==> config.mk <==
export PLATFORM = sky130hd
export DESIGN_NAME = unidade_controle_rodadas
export DESIGN_NICKNAME = d
export VERILOG_FILES = /design/src/rtl/unidade_controle_rodadas.sv
export SDC_FILE = /design/constraint.sdc
export NUM_CORES = 1
export LEC_CHECK = 0
export ABC_AREA = 0
export CAP_MARGIN = 5
export CORE_AREA = 2 2 39 41
export DETAILED_ROUTE_END_ITERATION = 8
export DIE_AREA = 0 0 41 43
export HOLD_SLACK_MARGIN = 0.1
export PLACE_DENSITY_LB_ADDON = 0.08
export SYNTH_ARGS = -nofsm -noshare
export SYNTH_HDL_FRONTEND = slang
export SYNTH_SLANG_ARGS = --single-unit
export TNS_END_PERCENT = 1
==> constraint.sdc <==
create_clock -name clock -period 1.4 [get_ports clock]
set_input_delay 0.21 -clock clock [delete_from_list [all_inputs] [get_ports clock]]
set_output_delay 0.21 -clock clock [all_outputs]
set_load 0.05 [all_outputs]
==> src/rtl/unidade_controle_rodadas.sv <==
// Round control unit for the memory game: Moore FSM driving the address, round-limit and play-register datapath.
// Optional play timeout enabled by defining UNIDADE_CONTROLE_TIMEOUT_EN.
module unidade_controle_rodadas #(
  parameter int TIMEOUT_CYCLES = 5000,
  parameter int TW             = 13
) (
  input  logic       clock,
  input  logic       reset,
  input  logic       iniciar,
  input  logic       jogada,
  input  logic       igual,
  input  logic       fim_rodada,
  input  logic       fim_jogo,
  output logic       zeraE,
  output logic       contaE,
  output logic       zeraL,
  output logic       contaL,
  output logic       zeraR,
  output logic       registraR,
  output logic       acertou,
  output logic       errou,
  output logic       timeout,
  output logic       pronto,
  output logic [3:0] db_estado
);

  localparam logic [3:0] inicial        = 4'h0;
  localparam logic [3:0] preparacao     = 4'h1;
  localparam logic [3:0] inicia_rodada  = 4'h2;
  localparam logic [3:0] espera_jogada  = 4'h3;
  localparam logic [3:0] registra       = 4'h4;
  localparam logic [3:0] comparacao     = 4'h5;
  localparam logic [3:0] proxima_jogada = 4'h6;
  localparam logic [3:0] proxima_rodada = 4'h7;
  localparam logic [3:0] fim_acertou    = 4'hA;
  localparam logic [3:0] fim_timeout    = 4'hD;
  localparam logic [3:0] fim_errou      = 4'hE;

  logic [3:0] estado;
  logic [3:0] proximo;
  logic       expirou;

`ifdef UNIDADE_CONTROLE_TIMEOUT_EN
  localparam bit timeout_on = 1'b1;

  // Counts idle cycles in espera_jogada; any other state, or a play, restarts it.
  logic [TW-1:0] contagem;

  always_ff @(posedge clock or posedge reset) begin
    if (reset)
      contagem <= '0;
    else if (estado == espera_jogada && !jogada)
      contagem <= contagem + TW'(1);
    else
      contagem <= '0;
  end

  assign expirou = (estado == espera_jogada) && !jogada &&
                   (contagem == TW'(TIMEOUT_CYCLES - 1));
`else
  localparam bit timeout_on = 1'b0;
  localparam int unused_params = TIMEOUT_CYCLES + TW;

  assign expirou = 1'b0;
`endif

  always_ff @(posedge clock or posedge reset) begin
    if (reset)
      estado <= inicial;
    else
      estado <= proximo;
  end

  always_comb begin
    proximo = inicial;
    case (estado)
      inicial:        proximo = iniciar ? preparacao : inicial;
      preparacao:     proximo = inicia_rodada;
      inicia_rodada:  proximo = espera_jogada;
      // A play arriving on the last allowed cycle takes priority over the timeout.
      espera_jogada: begin
        if (jogada)
          proximo = registra;
        else if (expirou)
          proximo = fim_timeout;
        else
          proximo = espera_jogada;
      end
      registra:       proximo = comparacao;
      comparacao: begin
        if (!igual)
          proximo = fim_errou;
        else if (!fim_rodada)
          proximo = proxima_jogada;
        else if (fim_jogo)
          proximo = fim_acertou;
        else
          proximo = proxima_rodada;
      end
      proxima_jogada: proximo = espera_jogada;
      proxima_rodada: proximo = inicia_rodada;
      fim_acertou:    proximo = iniciar ? preparacao : fim_acertou;
      fim_errou:      proximo = iniciar ? preparacao : fim_errou;
      fim_timeout:    proximo = iniciar ? preparacao : fim_timeout;
      default:        proximo = inicial;
    endcase
  end

  always_comb begin
    zeraE     = 1'b0;
    contaE    = 1'b0;
    zeraL     = 1'b0;
    contaL    = 1'b0;
    zeraR     = 1'b0;
    registraR = 1'b0;
    acertou   = 1'b0;
    errou     = 1'b0;
    timeout   = 1'b0;
    pronto    = 1'b0;
    case (estado)
      inicial, preparacao: begin
        zeraE = 1'b1;
        zeraL = 1'b1;
        zeraR = 1'b1;
      end
      inicia_rodada:  zeraE     = 1'b1;
      registra:       registraR = 1'b1;
      proxima_jogada: contaE    = 1'b1;
      proxima_rodada: contaL    = 1'b1;
      fim_acertou: begin
        acertou = 1'b1;
        pronto  = 1'b1;
      end
      fim_errou: begin
        errou  = 1'b1;
        pronto = 1'b1;
      end
      fim_timeout: begin
        timeout = timeout_on;
        pronto  = 1'b1;
      end
      default: ;
    endcase
  end

  // Illegal encodings are flagged as F so a corrupted state is visible on the debug port.
  always_comb begin
    case (estado)
      inicial, preparacao, inicia_rodada, espera_jogada, registra, comparacao,
      proxima_jogada, proxima_rodada, fim_acertou, fim_errou, fim_timeout:
        db_estado = estado;
      default:
        db_estado = 4'hF;
    endcase
  end

endmodule

==> flow_metrics.tcl, run 1 <==
set metrics [dict create \
    critPathLaunchType "flop" \
    cp.arrival_ps 1290 \
    ios 21 \
    row_count 14 \
    drive_above_1_share_pct 54.1 \
    synth_area_leaders "dfrtp_1 22%, buf_6 10%, nand2_1 5.9%, nand3_1 3.4%, buf_4 3.4%" \
    ys_seq_elements 4 \
    p_clk_share_pct 7.1 \
    grt.total_usage_pct 17.3 \
    violations "setup timing" \
    power.share.sequential_pct 11.3 \
    clock_sink_count 4 \
    clock_skew_ps 10.5 \
    routed_wl_um 1330 \
    worstReg2RegEnd "estado[2]$_DFF_PP0_" \
    dieArea_um2 1760 \
    rsz0062_at_grt "yes" \
    synth_top_area_share_pct 22.4 \
    largest_registers "estado x4" \
    finalCriticalPeriod_ps 1500 \
    r2r_setup_slack_ps 10 \
    portBuffers 19 \
    pre_cts_ws_ps 106 \
    min_period_over_period_pct 107 \
    clkTransAtPathRegs_ps 50 \
    ys_seq_area_share_pct 22.4 \
    synth-main-ff-cell "dfrtp_1" \
    synth_most_common_cell "nand2_1" \
    top_register "estado" \
    powerDensity_nw_per_um2 2250 \
    crit_path_end_kind "primary output" \
    final_util_pct 68.8 \
    die_w_um 41 \
    gp_congestion 0.770 \
    switching_share_pct 48.0 \
    htreeDepth 1 \
    dp_hpwl_um 931 \
    report.final.hold_viol_count 0 \
    timing.rr.start "estado[1]$_DFF_PP0_" \
    holdWs_ps 152 \
    antenna_cells 0 \
    cts_max_path_buffers 2 \
    finalPower_uw 2150 \
    required_ps 1190 \
    cts_hold_buffers 0 \
    fin_ws_ps -105 \
    synth_area_leader_cell "dfrtp_1" \
    grt_pass1_vias 494 \
    cts-root-buf "clkbuf_4" \
    grt_overflow 0 \
    yosys-top-cells-count "7 x nand2_1, 4 x buf_6, 4 x dfrtp_1, 4 x nor2_1, 3 x nand3_1" \
    syn_area_um2 447 \
    p_int_uw 1120 \
    fmax_ghz 0.665 \
    ir_worst_vdd_v 0.00166 \
    synth_nets 65 \
    leakagePower_uw 0.000407 \
    vias 514 \
    setup_viol 11 \
    synth-edff-count 0 \
    ant_nets 0 \
    p_comb_share_pct 81.6 \
    syn_avg_cell_area_um2 7.70 \
    drt-initial-drc-count 4 \
    reg2regPathDepth 6 \
    worstPathMaxFanout 5 \
    initial_core_util_pct 32.3 \
    status "finished, violations left" \
    antenna_found_initial 0 \
    area_growth_pct 113 \
    hp-class "in -> async" \
    cts_buffers 3 \
    die_h_um 43 \
    drc 0 \
    vias_per_cell 5.09 \
    largest_register_ff_count 4 \
    maxCapViolations 0 \
    switchingPower_uw 1030 \
    clock_latency_ps 240 \
    grt_max_degree 12 \
    drt_first_pass_iters 4 \
    synth_cells 58 \
    yosysWarnings 0 \
    synth-async-reset-ratio_pct 100 \
    nets 94 \
    coreArea_um2 1380 \
    criticalPathCategory "reg -> out" \
    grt_pass1_wl_um 2060 \
    routedWlPerCell_um 13.2 \
    drv_slew 0 \
    cts_tree "done" \
    synth_cell_types 34 \
]
==> area by class of cell <==
type | instances | area, µm²
timing repair buffer | 32 | 455
clock buffer | 3 | 22.5
tap | 16 | 20.0
fill | 110 | 432
multi-input combinational | 43 | 339
sequential | 4 | 104
inverter | 3 | 11.3
==> routing by layer <==
layer	track usage (%)	vias to the layer above	wire (µm)
li1	-	257	-
met1	21.4	235	552
met4	10.0	0	32
met2	25.3	18	702
met3	5.24	4	45
met5	0	-	0
==> cells in the final DEF, fill, tap and decap left out, types with 2 or more instances in the layout <==
| cell | count |
|---|---|
| clkdlybuf4s50_1 | 6 |
| nor2_1 | 2 |
| nand2_2 | 2 |
| a21oi_1 | 2 |
| nand2_1 | 4 |
| clkbuf_4 | 3 |
| dfrtp_2 | 3 |
| nand3_1 | 3 |
| nor3_4 | 2 |
| and3_4 | 2 |
| buf_6 | 2 |
| buf_12 | 14 |
| nand3b_1 | 2 |
| inv_1 | 2 |
| buf_4 | 9 |
==> how the worst max path moves through the flow <==
stage,cells past startpoint,slack (ps),to,start
final,3,-100,zeraE,estado[0]$_DFF_PP0_
after detailed placement,5,110,db_estado[1],estado[2]$_DFF_PP0_
after floorplan,4,-200,zeraR,estado[3]$_DFF_PP0_
after CTS,3,-110,zeraR,estado[3]$_DFF_PP0_
after global placement,5,120,db_estado[1],estado[2]$_DFF_PP0_
after global routing,3,-140,zeraE,estado[0]$_DFF_PP0_
==> timing repair <==
action                     4_1_cts  5_1_grt
buffers inserted                 2        3
pin swaps                        6        5
setup endpoints to repair       12       12
resized for setup               11        5
cloned                           0        1
==> cells by family (layout without fill, tap and decap cells) <==
logic type	Yosys count	count (layout)	share of synthesized area, %
compound gates	13	13	21.0
xor+xnor	2	2	3.92
buf+inv	11	38	17.9
flops	4	4	22.4
other cells	1	1	0.840
simple gates	27	27	33.9
==> power by group through the flow <==
stage | logic, µW | registers (µW) | clock network (µW)
2_1_floorplan | 926 | 205 | 0
3_3_place_gp | 1530 | 227 | 0
3_5_place_dp | 1530 | 227 | 0
4_1_cts | 1600 | 238 | 148
5_1_grt | 1830 | 252 | 168
6_report | 1750 | 242 | 152
==> through the flow <==
stage	setup TNS (ps)	instance area, µm²	std cells
2_1_floorplan	-739	474	58
3_3_place_gp	0	811	92
3_5_place_dp	0	811	92
4_1_cts	-608	886	97
5_1_grt	-1180	952	101
6_report	-635	952	101
==> critical path: stages, from the launching register on <==
cell	delay, ps
dfrtp_1	410
buf_4	170
a211oi_2	290
buf_12	180
No activity file was read; power rests on OpenSTA's default activity.
==> run 2, diff against run 1 <==
--- a/config.mk
+++ b/config.mk
@@ -7,3 +7,2 @@
 export LEC_CHECK = 0
-export ABC_AREA = 0
 export CAP_MARGIN = 5
@@ -13,3 +12,3 @@
 export HOLD_SLACK_MARGIN = 0.1
-export PLACE_DENSITY_LB_ADDON = 0.08
+export PLACE_DENSITY_LB_ADDON = 0.25
 export SYNTH_ARGS = -nofsm -noshare
==> constraint.sdc (replaced) <==
create_clock -name clock -period 1.4 [get_ports clock]
set_input_delay 0.28 -clock clock [delete_from_list [all_inputs] [get_ports clock]]
set_output_delay 0.28 -clock clock [all_outputs]
set_load 0.05 [all_outputs]
==> run 2 against run 1 <==
  * The flow still finishes with violations (setup timing)
  * Count of clock-buffer cells in the layout did not move
  * Largest power group unchanged
  * Critical endpoint is now pronto
  * Die area did not move
  * Critical path type unchanged
  * Largest cell class unchanged
  * Sequential power about the same
==> flow_metrics.tcl, run 2 (synthesis results as in run 1) <==
set metrics [dict create \
    status "finished, violations left" \
    violations "setup timing" \
    routedWlPerCell_um 11.8 \
    fin_area_um2 918 \
    maxCapViolations 0 \
    rsz0062_at_grt "yes" \
    finalPower_uw 2060 \
    required_ps 1120 \
    report.final.hold_viol_count 0 \
    ir_worst_vdd_v 0.00150 \
    clkTransAtPathRegs_ps 40 \
    htreeDepth 1 \
    ant_nets 0 \
    grt_overflow 0 \
    largest_register_ff_count 4 \
    coreArea_um2 1380 \
    path_cells "nand3b_1 > a21boi_2 > buf_12" \
    area_growth_pct 106 \
    cts_tree "done" \
    worstPathMaxFanout 8 \
    vias 528 \
    finalCriticalPeriod_ps 1560 \
    placed_area_um2 845 \
    portBuffers 19 \
    grt_max_degree 16 \
    pre_cts_ws_ps 38.7 \
    holdWs_ps 229 \
    cts_hold_buffers 0 \
    crit_path_end_kind "primary output" \
    vias_per_cell 5.18 \
    routed_wl_um 1210 \
    powerDensity_nw_per_um2 2250 \
    largest_registers "estado x4" \
    critPathLaunchType "flop" \
    clock_skew_ps 7.06 \
    min_period_over_period_pct 111 \
    grt.total_usage_pct 16.4 \
    drive_above_1_share_pct 52.3 \
    drv_slew 0 \
    criticalPathCategory "reg -> out" \
    die_w_um 41 \
    top_register "estado" \
    hp-class "in -> async" \
    drt-initial-drc-count 8 \
    row_count 14 \
    cpPeakStageDelay_ps 450 \
    grt_pass1_wl_um 1950 \
    fmax_ghz 0.641 \
    gp_congestion 0.769 \
    ios 21 \
    grt_pass1_vias 478 \
    antenna_cells 0 \
    layout_commonest_cell "buf_12" \
    layout_common_cells "13 x buf_12, 12 x buf_4, 6 x clkdlybuf4s50_1" \
    clock_latency_ps 240 \
    final_util_pct 66.4 \
    fin_ws_ps -160 \
    clock_sink_count 4 \
    dieArea_um2 1760 \
    cp_slowest_cell "dfrtp_2" \
    nets 95 \
    cts-root-buf "clkbuf_4" \
    cts_buffers 3 \
    dp_hpwl_um 940 \
    cts_max_path_buffers 2 \
    drt_first_pass_iters 4 \
    die_h_um 43 \
    cp.arrival_ps 1280 \
    drc 0 \
    leakagePower_uw 0.000389 \
    antenna_found_initial 0 \
    initial_core_util_pct 32.3 \
    setup_viol 12 \
]
==> run 2: cell types whose count changed in the layout (fill, tap and decap cells not counted), sizes merged <==
cell	delta
buf	+2
clkbuf	-1
==> run 2: critical path: cells and delay by family (launching register included) <==
| family | cells | cell delay, ps |
|---|---|---|
| buf+inv | 1 | 160 |
| simple gates | 1 | 220 |
| flops | 1 | 450 |
| compound gates | 1 | 210 |
==> run 2: cell type report <==
| cell class | count | area [µm²] |
|---|---|---|
| multi-input combinational | 43 | 328 |
| timing repair buffer | 33 | 433 |
| tap | 16 | 20.0 |
| clock buffer | 3 | 22.5 |
| sequential | 4 | 104 |
| fill | 115 | 465 |
| inverter | 3 | 11.3 |
==> run 2: worst paths after layout <==
path,from,slack [ps],cells past startpoint,to
min in group clock,estado[3]$_DFF_PP0_,670,2,estado[2]$_DFF_PP0_
worst min-delay path,reset,230,2,estado[1]$_DFF_PP0_
worst max-delay path,estado[1]$_DFF_PP0_,-160,3,pronto
worst min register to register,estado[3]$_DFF_PP0_,670,2,estado[2]$_DFF_PP0_
max in group asynchronous,reset,1000,2,estado[2]$_DFF_PP0_
worst max register to register,estado[1]$_DFF_PP0_,120,5,estado[3]$_DFF_PP0_
==> run 2: where the power goes <==
| group | leakage (µW) | internal, µW | switching, µW |
|---|---|---|---|
| logic | 0.000330 | 813 | 862 |
| registers | 0.0000457 | 166 | 76.8 |
| clock network | 0.0000138 | 96.0 | 48.7 |
| total | 0.000389 | 1070 | 988 |
==> run 2: per-layer routing <==
metal	part of all wire [%]	up-vias	GRT usage, %	wire, µm
met2	56	17	26.6	672
met4	3.0	0	12.0	36
met1	37	249	17.8	447
met3	4.3	4	2.62	52
li1	-	258	-	-
met5	0	-	0	0
==> run 2: repair_timing <==
action | CTS | global route
buffers inserted | 1 | 2
resized for setup | 7 | 3
setup endpoints to repair | 12 | 12
pin swaps | 7 | 2
==> run 2: per-stage QoR <==
step	setup TNS, ps	instances
detailed placement	0	96
global route	-1740	102
CTS	-1280	100
global placement	0	96
finish	-1230	102
floorplan	-614	58
